`src/rtl/branch_condition_resolver.sv`:
```
// Conditional-branch resolver: holds a decoded branch until every in-flight
// flag-setting instruction has committed, then evaluates the condition code
// against the committed NZCV flags and presents taken/next-PC on a
// valid/ready result channel.
module branch_condition_resolver #(
  parameter int unsigned ADDR_W      = 16,
  parameter int unsigned PENDING_MAX = 3
) (
  input  logic              clk,
  input  logic              rst,
  input  logic [3:0]        flags,
  input  logic              flag_issue,
  input  logic              flag_commit,
  input  logic              br_valid,
  output logic              br_ready,
  input  logic [3:0]        br_cond,
  input  logic [ADDR_W-1:0] br_pc,
  input  logic [ADDR_W-1:0] br_offset,
  output logic              res_valid,
  input  logic              res_ready,
  output logic              res_taken,
  output logic [ADDR_W-1:0] res_target,
  output logic [7:0]        stall_cycles,
  output logic              err
);

  localparam int unsigned PendW = $clog2(PENDING_MAX + 1);

  typedef enum logic [1:0] {StIdle, StWait, StEval, StDone} state_e;

  state_e            state_q, state_d;
  logic [PendW-1:0]  pending_q, pending_d;
  logic              err_q, err_d;
  logic [3:0]        cond_q, cond_d;
  logic [ADDR_W-1:0] pc_q, pc_d;
  logic [ADDR_W-1:0] off_q, off_d;
  logic              taken_q, taken_d;
  logic [ADDR_W-1:0] target_q, target_d;
  logic [7:0]        stall_q, stall_d;

  // Condition code table over flags {N, Z, C, V}.
  function automatic logic cond_true(input logic [3:0] cc, input logic [3:0] f);
    logic n, z, c, v;
    n = f[3];
    z = f[2];
    c = f[1];
    v = f[0];
    unique case (cc)
      4'd0:    cond_true = z;
      4'd1:    cond_true = ~z;
      4'd2:    cond_true = c;
      4'd3:    cond_true = ~c;
      4'd4:    cond_true = n;
      4'd5:    cond_true = ~n;
      4'd6:    cond_true = v;
      4'd7:    cond_true = ~v;
      4'd8:    cond_true = c & ~z;
      4'd9:    cond_true = ~c | z;
      4'd10:   cond_true = (n == v);
      4'd11:   cond_true = (n != v);
      4'd12:   cond_true = ~z & (n == v);
      4'd13:   cond_true = z | (n != v);
      4'd14:   cond_true = 1'b1;
      default: cond_true = 1'b0;
    endcase
  endfunction

  // Pending flag-writer count; over/underflow holds the count and sets sticky err.
  always_comb begin
    pending_d = pending_q;
    err_d     = err_q;
    unique case ({flag_issue, flag_commit})
      2'b10: begin
        if (pending_q == PendW'(PENDING_MAX)) err_d = 1'b1;
        else pending_d = pending_q + 1'b1;
      end
      2'b01: begin
        if (pending_q == '0) err_d = 1'b1;
        else pending_d = pending_q - 1'b1;
      end
      default: ;
    endcase
  end

  // Branch FSM; wait decisions look at pending_d so a same-cycle issue counts as older.
  always_comb begin
    state_d  = state_q;
    cond_d   = cond_q;
    pc_d     = pc_q;
    off_d    = off_q;
    taken_d  = taken_q;
    target_d = target_q;
    stall_d  = stall_q;
    unique case (state_q)
      StIdle: begin
        if (br_valid) begin
          cond_d  = br_cond;
          pc_d    = br_pc;
          off_d   = br_offset;
          stall_d = '0;
          if (br_cond[3:1] == 3'b111) begin
            // AL/NV do not depend on flags: resolve straight away.
            taken_d  = ~br_cond[0];
            target_d = br_cond[0] ? br_pc + ADDR_W'(1) : br_pc + br_offset;
            state_d  = StDone;
          end else if (pending_d == '0) begin
            state_d = StEval;
          end else begin
            state_d = StWait;
          end
        end
      end
      StWait: begin
        if (stall_q != 8'hFF) stall_d = stall_q + 8'd1;
        if (pending_d == '0) state_d = StEval;
      end
      StEval: begin
        taken_d  = cond_true(cond_q, flags);
        target_d = taken_d ? pc_q + off_q : pc_q + ADDR_W'(1);
        state_d  = StDone;
      end
      StDone: begin
        if (res_ready) state_d = StIdle;
      end
      default: state_d = StIdle;
    endcase
  end

  // State and result registers with synchronous reset.
  always_ff @(posedge clk) begin
    if (rst) begin
      state_q   <= StIdle;
      pending_q <= '0;
      err_q     <= 1'b0;
      cond_q    <= '0;
      pc_q      <= '0;
      off_q     <= '0;
      taken_q   <= 1'b0;
      target_q  <= '0;
      stall_q   <= '0;
    end else begin
      state_q   <= state_d;
      pending_q <= pending_d;
      err_q     <= err_d;
      cond_q    <= cond_d;
      pc_q      <= pc_d;
      off_q     <= off_d;
      taken_q   <= taken_d;
      target_q  <= target_d;
      stall_q   <= stall_d;
    end
  end

  assign br_ready     = (state_q == StIdle);
  assign res_valid    = (state_q == StDone);
  assign res_taken    = taken_q;
  assign res_target   = target_q;
  assign stall_cycles = stall_q;
  assign err          = err_q;

endmodule

```
`config.mk`:
```
export PLATFORM = sky130hd
export DESIGN_NAME = branch_condition_resolver
export DESIGN_NICKNAME = d
export VERILOG_FILES = /design/src/rtl/branch_condition_resolver.sv
export SDC_FILE = /design/constraint.sdc
export NUM_CORES = 1
export LEC_CHECK = 0
export ABC_AREA = 1
export BUFFER_PORTS_ARGS = -buffer_cell sky130_fd_sc_hd__buf_2
export CAP_MARGIN = 20
export CORE_ASPECT_RATIO = 2
export CORE_MARGIN = 5
export CORE_UTILIZATION = 40
export CTS_BUF_LIST = sky130_fd_sc_hd__clkbuf_2
export DETAILED_ROUTE_END_ITERATION = 10
export SYNTH_ARGS = -nofsm -noshare
export SYNTH_HDL_FRONTEND = slang
export SYNTH_SLANG_ARGS = --single-unit
```
`constraint.sdc`:
```
create_clock -name clk -period 3.3 [get_ports clk]
set_input_delay 0.66 -clock clk [delete_from_list [all_inputs] [get_ports clk]]
set_output_delay 0.66 -clock clk [all_outputs]
set_load 0.02 [all_outputs]
```
==> flow_summary.json <==
{
  "detailedRoute.firstIterationViolations": 271,
  "finalPower_mw": 3.26,
  "number_of_synthesized_flops_with_an_enable_pin": 0,
  "clock-sinks": 66,
  "postSynthNetCount": 784,
  "std_cell_rows": 55,
  "start_kind": "flip-flop",
  "stdcell_area_um2": 5270,
  "synthesis.yosys.warnings": 0,
  "mostFrequentLayoutCell": "sky130_fd_sc_hd__inv_1",
  "dp.cells": 909,
  "clock_tree.htree_level_count": 3,
  "core_region_area_um2": 11300,
  "synth_ff_type": "sky130_fd_sc_hd__dfxtp_1",
  "finish.net_count": 863,
  "die_y_um": 161,
  "synth-seq-area-share_pct": 28.8,
  "maxCapViolations": 0,
  "crit_type": "reg2reg",
  "antenna_found_initial": 1,
  "initial_utilization_pct": 40.7,
  "syn-mean-instance-area_um2": 6.56,
  "first_global_vias": 4720,
  "synth_seq_cells": 66,
  "fp.dieW_um": 85.7,
  "worst_setup_path_end_kind": "flip-flop",
  "filler_cell_count": 1229,
  "grt_overflow_total": 0,
  "cp.required_ps": 3740,
  "worst_hold_path.num_cells": 3,
  "tritoncts.num_buffers": 9,
  "placed_area_um2": 5150,
  "synthTopCellsByArea": "sky130_fd_sc_hd__dfxtp_1 29%, sky130_fd_sc_hd__ha_1 10%, sky130_fd_sc_hd__inv_1 9.1%",
  "post_synth_num_cell_types": 42,
  "slew_viol_final": 0,
  "drt_wl_total_um": 13800,
  "maximum_buffer_depth_of_the_clock_tree": 2,
  "synth_area_um2": 4590,
  "hold_viol": 0,
  "run_status": "finished clean",
  "num_io_pins": 74,
  "post_route_cells_drive_above_1_share_pct": 16.2,
  "r2r_cells": 25,
  "yosysTopAreaCellShare_pct": 28.8,
  "cts_tree": "built",
  "largest_driver_fanout_on_the_critical_path": 7,
  "max-vdd-ir-drop_v": 0.000315,
  "finalNonFillerCells": 925,
  "gp_routability_congestion": 0.973,
  "hold_ws_ps": 387,
  "leak_nw": 2.73,
  "synth_async_sr_flop_share_pct": 0,
  "timing.final.crit_period_ps": 3040,
  "flow.area_growth_from_synthesis_pct": 14.8,
  "post_drt_via_cell_ratio": 5.14,
  "hold_path_class": "in2reg",
  "clock-root-buffer": "sky130_fd_sc_hd__clkbuf_2",
  "power_per_cell_area_nw_per_um2": 620,
  "postCtsSetupRepairBufs": 0,
  "post_drt_wl_per_cell_um": 14.9,
  "tightest_slew_ps": 510,
  "detailed_place_hpwl_um": 11200,
  "drt-pass1-iter-count": 5,
  "area_enclosed_by_the_die_boundary_um2": 13800,
  "route.detailed.drc": 0,
  "total_global_routing_track_utilization_pct": 20.4,
  "synthCells": 699,
  "drt.antenna.violating_nets": 0,
  "grt_pass1_wl_um": 22400,
  "synth_area_leader_cell": "sky130_fd_sc_hd__dfxtp_1",
  "max_freq_mhz": 329,
  "clock_latency_ps": 530,
  "maxSlewHeadroom_pct": 66.0,
  "routed-via-count": 4750,
  "maximum_number_of_pins_on_one_net_before_global_route_repair": 57,
  "placement.io_buffers": 73,
  "clock-skew-final_ps": 16.4,
  "min_period_over_period_pct": 92.0,
  "finalSetupViolations": 0,
  "clk_transition_reported_paths_ps": 180,
  "worst_ep_arrival_time_ps": 3480,
  "mostFrequentLayoutCells": "111 x sky130_fd_sc_hd__inv_1, 97 x sky130_fd_sc_hd__nand2_1, 94 x sky130_fd_sc_hd__nor2_1"
}
## flip-flops by register name, summed over array words and instances (netlist names), 2 cells and up
register,cells
stall_cycles,8
pc_q,16
pending_q,2
res_target,16
state_q,2
off_q,16
cond_q,4
## timing repair
item / CTS / global route
hold buffers: 0 / 0
resized for setup: 0 / 7
endpoints found under the setup margin: 0 / 7
endpoints found under the hold margin: 0 / 0
## metal layers
layer	share of wire, %	vias to the layer above	track usage (%)
li1	-	2439	-
met1	37	2141	20.6
met2	54	134	37.9
met3	4.7	36	4.13
met4	4.1	0	11.3
met5	0	-	0
## worst max-delay path: stages (launching register included)
cell	delay [ps]
sky130_fd_sc_hd__dfxtp_2	410
sky130_fd_sc_hd__nor2_1	80
sky130_fd_sc_hd__inv_1	90
sky130_fd_sc_hd__nand2_1	80
sky130_fd_sc_hd__nand3_2	70
sky130_fd_sc_hd__nand2_2	50
sky130_fd_sc_hd__nor2_2	140
sky130_fd_sc_hd__nand3_4	80
sky130_fd_sc_hd__inv_1	70
sky130_fd_sc_hd__or2_2	110
sky130_fd_sc_hd__ha_1	160
sky130_fd_sc_hd__inv_1	60
sky130_fd_sc_hd__fa_1	390
sky130_fd_sc_hd__nand3b_1	220
sky130_fd_sc_hd__a21oi_2	170
sky130_fd_sc_hd__nor2_2	70
sky130_fd_sc_hd__inv_1	80
sky130_fd_sc_hd__nand2_1	70
sky130_fd_sc_hd__nand2_1	100
sky130_fd_sc_hd__nand2_1	70
sky130_fd_sc_hd__nand2_1	60
sky130_fd_sc_hd__nand2_1	50
sky130_fd_sc_hd__nand3_1	60
sky130_fd_sc_hd__nand3_1	60
sky130_fd_sc_hd__nand3_1	80
sky130_fd_sc_hd__inv_1	40
## layout make-up
cell class | count | area, um2 | share of cell area, %
diodes | 1 | 2.50 | 0.0475
clock buffers | 11 | 55.1 | 1.05
clock inverters | 4 | 43.8 | 0.832
inverters | 113 | 424 | 8.05
multi-input cells | 499 | 2750 | 52.2
flip-flops and latches | 66 | 1330 | 25.2
well taps | 142 | 178 | 3.37
repair buffers | 89 | 485 | 9.22
## through the flow
step	TNS, ps	setup slack, ps	utilization, %
3_3_place_gp	0	49.6	45.6
5_1_grt	-4.38	-4.38	46.7
3_5_place_dp	-417	-96.7	45.6
2_1_floorplan	0	309	-
4_1_cts	0	177	46.5
6_report	0	263	46.7
## report_power, final
part | internal [mW] | leakage [nW] | switching [mW]
logic | 0.595 | 2.11 | 1.06
clock network | 0.173 | 0.0692 | 0.293
registers | 1.01 | 0.544 | 0.133
## final timing paths
kind | from | slack, ps | endpoint
worst max-delay path | cond_q[0] | 260 | res_target[12]
worst min-delay path | br_offset[1] | 390 | off_q[1]
worst max register to register | cond_q[0] | 260 | res_target[12]
worst min register to register | off_q[5] | 460 | off_q[5]
## cells by family (layout without fill, tap and decap cells)
family          Yosys count  after routing  share of synthesized area [%]
fa+ha+maj                39             39                           11.0
xor+xnor                 10             10                           1.91
flops                    66             66                           28.8
buf+inv                 134            217                           11.6
compound gates          185            185                           22.0
other cells               0              1                              0
simple gates            265            265                           24.7
## Yosys cell counts, types with 2 or more instances
cell,n
sky130_fd_sc_hd__buf_4,3
sky130_fd_sc_hd__nor3_2,2
sky130_fd_sc_hd__o21bai_1,5
sky130_fd_sc_hd__a21oi_1,73
sky130_fd_sc_hd__nor2_1,96
sky130_fd_sc_hd__clkinv_1,2
sky130_fd_sc_hd__nor3_1,5
sky130_fd_sc_hd__buf_6,2
sky130_fd_sc_hd__dfxtp_1,66
sky130_fd_sc_hd__clkbuf_1,14
sky130_fd_sc_hd__inv_1,111
sky130_fd_sc_hd__xor2_1,8
sky130_fd_sc_hd__nand3_1,50
sky130_fd_sc_hd__xnor2_1,2
sky130_fd_sc_hd__nand3b_1,2
sky130_fd_sc_hd__fa_1,2
sky130_fd_sc_hd__a21boi_1,2
sky130_fd_sc_hd__a211oi_1,3
sky130_fd_sc_hd__nand2_1,97
sky130_fd_sc_hd__o211ai_1,3
sky130_fd_sc_hd__o221ai_1,2
sky130_fd_sc_hd__o21bai_2,2
sky130_fd_sc_hd__a31oi_1,4
sky130_fd_sc_hd__o21ai_0,78
sky130_fd_sc_hd__o21ai_1,2
sky130_fd_sc_hd__o31ai_1,3
sky130_fd_sc_hd__o22ai_1,2
sky130_fd_sc_hd__nand2_2,2
sky130_fd_sc_hd__or2_2,5
sky130_fd_sc_hd__ha_1,37
sky130_fd_sc_hd__a21o_1,3
Note: power is estimated with default switching activity, not from simulation.
